`src/rtl/hv_timing_gen.sv`:
```
// hv_timing_gen: horizontal/vertical video timing generator with gated pixel path.
// Optional sync shift ports enabled by defining HV_TIMING_GEN_SHIFT_EN.
module hv_timing_gen #(
    parameter int CW       = 9,
    parameter int HACT     = 288,
    parameter int HFP      = 22,
    parameter int HSW      = 32,
    parameter int HBP      = 42,
    parameter int VACT     = 224,
    parameter int VFP      = 12,
    parameter int VSW      = 7,
    parameter int VBP      = 20,
    parameter int SYNC_POL = 0,
    parameter int PW       = 12
) (
    input  logic          MCLK,
    input  logic          RESET_N,
    input  logic          PCE,
    input  logic [PW-1:0] iRGB,
    output logic [CW-1:0] HPOS,
    output logic [CW-1:0] VPOS,
    output logic [PW-1:0] oRGB,
    output logic          HBLK,
    output logic          VBLK,
    output logic          HSYN,
    output logic          VSYN,
    output logic          LSTART,
    output logic          FSTART
`ifdef HV_TIMING_GEN_SHIFT_EN
   ,input  logic signed [3:0] HSHIFT,
    input  logic signed [3:0] VSHIFT
`endif
);

    localparam int HTOT     = HACT + HFP + HSW + HBP;
    localparam int VTOT     = VACT + VFP + VSW + VBP;
    localparam int HS_START = HACT + HFP;
    localparam int HS_END   = HACT + HFP + HSW;
    localparam int VS_START = VACT + VFP;
    localparam int VS_END   = VACT + VFP + VSW;

    localparam logic [CW-1:0] HLAST = CW'(HTOT - 1);
    localparam logic [CW-1:0] VLAST = CW'(VTOT - 1);
    localparam logic          SACT  = (SYNC_POL != 0);

    logic [1:0]    rst_sync_q, rst_sync_d;
    logic          tick;
    logic          hwrap, vwrap;
    logic          hblk_n, vblk_n, hs_on, vs_on;
    logic signed [3:0] hsh, vsh;

    logic [CW-1:0] hcnt_q, hcnt_d;
    logic [CW-1:0] vcnt_q, vcnt_d;
    logic [PW-1:0] rgb_q, rgb_d;
    logic          hblk_q, hblk_d;
    logic          vblk_q, vblk_d;
    logic          hsyn_q, hsyn_d;
    logic          vsyn_q, vsyn_d;
    logic          lstart_q, lstart_d;
    logic          fstart_q, fstart_d;

    // Reset release shifts through two flops before counting is allowed.
    always_comb begin
        rst_sync_d = {rst_sync_q[0], 1'b1};
    end

    // Reset synchroniser register.
    always_ff @(posedge MCLK or negedge RESET_N) begin
        if (!RESET_N) rst_sync_q <= 2'b00;
        else          rst_sync_q <= rst_sync_d;
    end

    assign tick  = PCE & rst_sync_q[1];
    assign hwrap = (hcnt_q == HLAST);
    assign vwrap = (vcnt_q == VLAST);

`ifdef HV_TIMING_GEN_SHIFT_EN
    logic signed [3:0] hsh_q, hsh_d;
    logic signed [3:0] vsh_q, vsh_d;

    // Shifts are captured only at the frame boundary.
    always_comb begin
        hsh_d = hsh_q;
        vsh_d = vsh_q;
        if (tick && hwrap && vwrap) begin
            hsh_d = HSHIFT;
            vsh_d = VSHIFT;
        end
    end

    // Latched shift registers.
    always_ff @(posedge MCLK or negedge RESET_N) begin
        if (!RESET_N) begin
            hsh_q <= 4'sd0;
            vsh_q <= 4'sd0;
        end else begin
            hsh_q <= hsh_d;
            vsh_q <= vsh_d;
        end
    end

    assign hsh = hsh_q;
    assign vsh = vsh_q;
`else
    assign hsh = 4'sd0;
    assign vsh = 4'sd0;
`endif

    // Decode blank/sync windows from the pre-increment counters.
    always_comb begin
        hblk_n = (int'(hcnt_q) >= HACT);
        vblk_n = (int'(vcnt_q) >= VACT);
        hs_on  = (int'(hcnt_q) >= HS_START + int'(hsh)) &&
                 (int'(hcnt_q) <  HS_END   + int'(hsh));
        vs_on  = (int'(vcnt_q) >= VS_START + int'(vsh)) &&
                 (int'(vcnt_q) <  VS_END   + int'(vsh));
    end

    // Counter advance and registered outputs, all qualified by the pixel tick.
    always_comb begin
        hcnt_d   = hcnt_q;
        vcnt_d   = vcnt_q;
        rgb_d    = rgb_q;
        hblk_d   = hblk_q;
        vblk_d   = vblk_q;
        hsyn_d   = hsyn_q;
        vsyn_d   = vsyn_q;
        lstart_d = 1'b0;
        fstart_d = 1'b0;
        if (tick) begin
            if (hwrap) begin
                hcnt_d = '0;
                vcnt_d = vwrap ? '0 : vcnt_q + 1'b1;
            end else begin
                hcnt_d = hcnt_q + 1'b1;
            end
            hblk_d   = hblk_n;
            vblk_d   = vblk_n;
            hsyn_d   = hs_on ? SACT : ~SACT;
            vsyn_d   = vs_on ? SACT : ~SACT;
            rgb_d    = (hblk_n | vblk_n) ? '0 : iRGB;
            lstart_d = hwrap;
            fstart_d = hwrap & vwrap;
        end
    end

    // Timing state registers.
    always_ff @(posedge MCLK or negedge RESET_N) begin
        if (!RESET_N) begin
            hcnt_q   <= '0;
            vcnt_q   <= '0;
            rgb_q    <= '0;
            hblk_q   <= 1'b1;
            vblk_q   <= 1'b1;
            hsyn_q   <= ~SACT;
            vsyn_q   <= ~SACT;
            lstart_q <= 1'b0;
            fstart_q <= 1'b0;
        end else begin
            hcnt_q   <= hcnt_d;
            vcnt_q   <= vcnt_d;
            rgb_q    <= rgb_d;
            hblk_q   <= hblk_d;
            vblk_q   <= vblk_d;
            hsyn_q   <= hsyn_d;
            vsyn_q   <= vsyn_d;
            lstart_q <= lstart_d;
            fstart_q <= fstart_d;
        end
    end

    assign HPOS   = hcnt_q;
    assign VPOS   = vcnt_q;
    assign oRGB   = rgb_q;
    assign HBLK   = hblk_q;
    assign VBLK   = vblk_q;
    assign HSYN   = hsyn_q;
    assign VSYN   = vsyn_q;
    assign LSTART = lstart_q;
    assign FSTART = fstart_q;

endmodule

```
`config.mk`:
```
export PLATFORM = sky130hd
export DESIGN_NAME = hv_timing_gen
export DESIGN_NICKNAME = d
export VERILOG_FILES = /design/src/rtl/hv_timing_gen.sv
export SDC_FILE = /design/constraint.sdc
export NUM_CORES = 1
export LEC_CHECK = 0
export CAP_MARGIN = 15
export CORE_MARGIN = 1.5
export CORE_UTILIZATION = 40
export CTS_CLUSTER_DIAMETER = 200
export DETAILED_ROUTE_END_ITERATION = 10
export PLACE_DENSITY = 0.7
export SLEW_MARGIN = 10
export SYNTH_ARGS = -nofsm -noshare
export SYNTH_HDL_FRONTEND = slang
export SYNTH_SLANG_ARGS = --single-unit
```
`constraint.sdc`:
```
create_clock -name MCLK -period 2 [get_ports MCLK]
set_clock_uncertainty 0.05 [all_clocks]
set_input_delay 0.2 -clock MCLK [delete_from_list [all_inputs] [get_ports MCLK]]
set_output_delay 0.2 -clock MCLK [all_outputs]
set_load 0.03 [all_outputs]
```
==> run summary <==
Dividing the detail-routed wire length by the instance count gives 13.8 um. In the synthesized netlist the async set-or-reset flop fraction comes to 1.00. Dividing total power by cell area gives a power density of 802 mW/mm2.

The depth of the most critical reg-to-reg path came out at 4. The cell count after placement came out at 263. The worst hold path passes through 0 cells. The placer's final routability congestion estimate came out at 0.909.

Clock latency on the worst-skew pair, taken at its later pin, is 0.29 ns. The first-iteration detailed-routing DRC count came out at 67. The finished layout cell area came out at 0.00240 mm2. The root buffer cell is clkbuf_8. The final hold violation count is 0. The library cell used most frequently in the layout, excluding fill and tap cells, is clkdlybuf4s50_1. The final count of pins violating max slew is 0. The half-perimeter wire length after placement came out at 2690 um. The maximum fanout along the worst path came out at 9. The slowest stage of the critical path belongs to the cell or4_1. The number of antenna-violating nets in the routed design came out at 0. The number of setup buffers added after CTS is 0.

The maximum vdd ir drop is 0.000385 V. The pre-antenna-repair detailed-routing pass consisted of 4 iterations. For the worst setup path, the data arrival time is 1.95 ns. In this run the number of H-tree levels came out at 2. Traced cell by cell, the critical path runs through or4_1, or4_4, or4b_1, o21ai_1. Summed over all layers, the global routing overflow is 0.

In this run the worst hold path is classified as reg2reg. The final wirelength is 3750 um. The relative area change from synthesis to final layout came out at 40.5%. The die outline area came out at 0.00467 mm2. The total negative slack came out at 0 ns. The number of nets in the layout came out at 241. Entering global routing, the biggest net connects 39 pins. Clock-pin slew was measured on the worst setup and hold paths at 0.07 ns. The final cell count without fillers came out at 271.

The synthesized instance count came out at 160. The number of register bits inferred by synthesis is 38. The leakage power total came out at 1.08 nW. The starting density of the core came out at 0.421.

The worst register-to-register path ends at VPOS[7]. The worst register-to-register path begins at VPOS[7]. Once placement finished, the instance area stood at 0.00231 mm2. The flow ran to the end, and the final reports show no timing, DRC or antenna violations. The number of different library cells in the post-synthesis netlist is 35. TritonCTS built the clock tree. The number of antenna diodes in the final layout is 0. The first-pass GRT wire length came out at 6040 um. The required time of the critical path came out at 2.12 ns. The TritonCTS sink count is 38. The vertical extent of the die is 68.3 um. The layout cell share with drive strength beyond 1 came out at 0.109. STA classifies the critical path startpoint as a flip-flop.

Setup repair after global routing left no endpoint under its margin. The number of buffers added by the clock tree synthesis step is 5. The type of the worst setup path is reg2reg. For hold timing, the worst endpoint is rst_sync_q[1]. The largest stage delay on the critical path came out at 0.51 ns. The number of DRC violations after detailed routing came out at 0. The portion of the post-synthesis area used by sequential elements came out at 0.560. The kind of end point of the critical path is a flip-flop. The peak clock frequency supported by timing came out at 0.545 GHz.

The number of buffers on the longest clock path is 2. The share of the clock period used by the worst path came out at 0.918. The top cell types in the final layout, fill and taps aside, are 49 x clkdlybuf4s50_1, 33 x dfrtp_1, 12 x a22o_1. The post-synth net total is 180. The initial antenna violation count is 0. The area of the placeable core came out at 0.00406 mm2.

The final count of negative-setup-slack endpoints is 0. The worst hold path begins at rst_sync_q[0]. In this run the register-to-register setup slack is 0.16 ns. The number of placed I/O pins came out at 51.

The final period demand of the worst path is 1.84 ns. The number of buffer and inverter stages on the critical path is 0. The count of flip-flops with a built-in enable after synthesis is 0. The die boundary width is 68.3 um. The cell family contributing the most delay on the critical path is simple AND/OR/NAND/NOR gates. The overall via count from detail_route came out at 1400. The number of warning messages in the yosys log is 0.

The tool flagged a number of max-cap violations equal to 0. The number of global-route vias before repair was 1379. Dividing the detail-routed via count by the number of cells gives 5.17. The synthesized area divided by synthesized cell count came out at 10.7 um2. The global-route usage over all layers came out at 0.175. In this run the tool buffered the top-level ports with 50 buffer cells.

The post-synthesis instance area came out at 0.00171 mm2. The main flop type after synthesis is dfrtp_1. The cell row count is 23.
worst register-to-register path: cells and delay by family, from the launching register on:
family	cells	cell delay [ns]
flops	1	0.42
compound gates	1	0.06
simple gates	3	1.19
cell families (layout without fill, tap and decap cells):
group           Yosys count  after routing  synth area share
mux                       2              2            0.0125
simple gates             57             57             0.177
xor+xnor                  8              8            0.0411
buf+inv                  17             78            0.0425
flops                    38             38             0.560
fa+ha+maj                 5              5            0.0367
compound gates           32             32             0.128
other cells               1              1           0.00220
worst max path at each step:
stage | start | end | depth (start not counted)
final | VPOS[7] | VPOS[7] | 4
after CTS | VPOS[7] | VPOS[7] | 4
after global routing | VPOS[7] | VPOS[5] | 4
after global placement | VPOS[7] | VPOS[7] | 4
after detailed placement | VPOS[7] | VPOS[5] | 4
after floorplan | VPOS[4] | VPOS[8] | 6
per-stage QoR:
| step | worst slack [ns] | hold WS (ns) | utilization | power [mW] |
|---|---|---|---|---|
| after floorplan | 0.0136 | -0.146 | - | 1.20 |
| after global placement | 0.137 | 0.220 | 0.569 | 1.44 |
| after detailed placement | 0.0474 | 0.227 | 0.569 | 1.46 |
| after CTS | 0.0422 | 0.311 | 0.590 | 1.95 |
| after global routing | 0.0796 | 0.309 | 0.591 | 2.03 |
| final | 0.164 | 0.303 | 0.591 | 1.92 |
cell type report:
class | instances | area, um2
Timing Repair Buffer | 60 | 573
Tap cell | 50 | 62.6
Fill cell | 336 | 1660
Multi-Input combinational cell | 105 | 688
Inverter | 11 | 41.3
Sequential cell | 38 | 957
Clock buffer | 7 | 76.3
where the power goes:
part / internal [mW] / leakage [nW] / switching [mW] / total [mW]
clock network: 0.240 / 0.0383 / 0.243 / 0.483
registers: 0.850 / 0.458 / 0.0778 / 0.928
logic: 0.233 / 0.584 / 0.281 / 0.514
total: 1.32 / 1.08 / 0.602 / 1.92
timing repair:
action                     4_1_cts  5_1_grt
hold endpoints to repair        34        0
gates resized for setup          0        1
hold buffers                     1        0
setup endpoints to repair        0        6
flip-flops by register name, summed over array words and instances, names as in the netlist:
register and flops:
rst_sync_q 2, LSTART 1, oRGB 12, HSYN 1, VBLK 1, HPOS 9, VPOS 9, FSTART 1
HBLK 1, VSYN 1
routing by layer:
layer | up-vias | GRT usage | share of wire
met3 | 5 | 0.0444 | 0.050
met4 | 0 | 0.0775 | 0.013
met1 | 679 | 0.214 | 0.45
li1 | 677 | - | -
met5 | - | 0 | 0
met2 | 39 | 0.292 | 0.49
Yosys cell counts, types with 3 or more instances:
library cell,count,area (um2)
a22o_1,12,105
inv_1,11,41.3
nand3_1,11,55.1
and2_1,3,18.8
nand2_1,11,41.3
dfstp_2,4,105
o21ai_0,9,45.0
xor2_1,3,26.3
xnor2_1,5,43.8
nand4_1,5,31.3
dfrtp_1,34,851
a21oi_1,5,25.0
nor2_1,11,41.3
ha_1,5,62.6
clkbuf_1,4,15.0
Note: power is estimated with default switching activity, not from simulation.
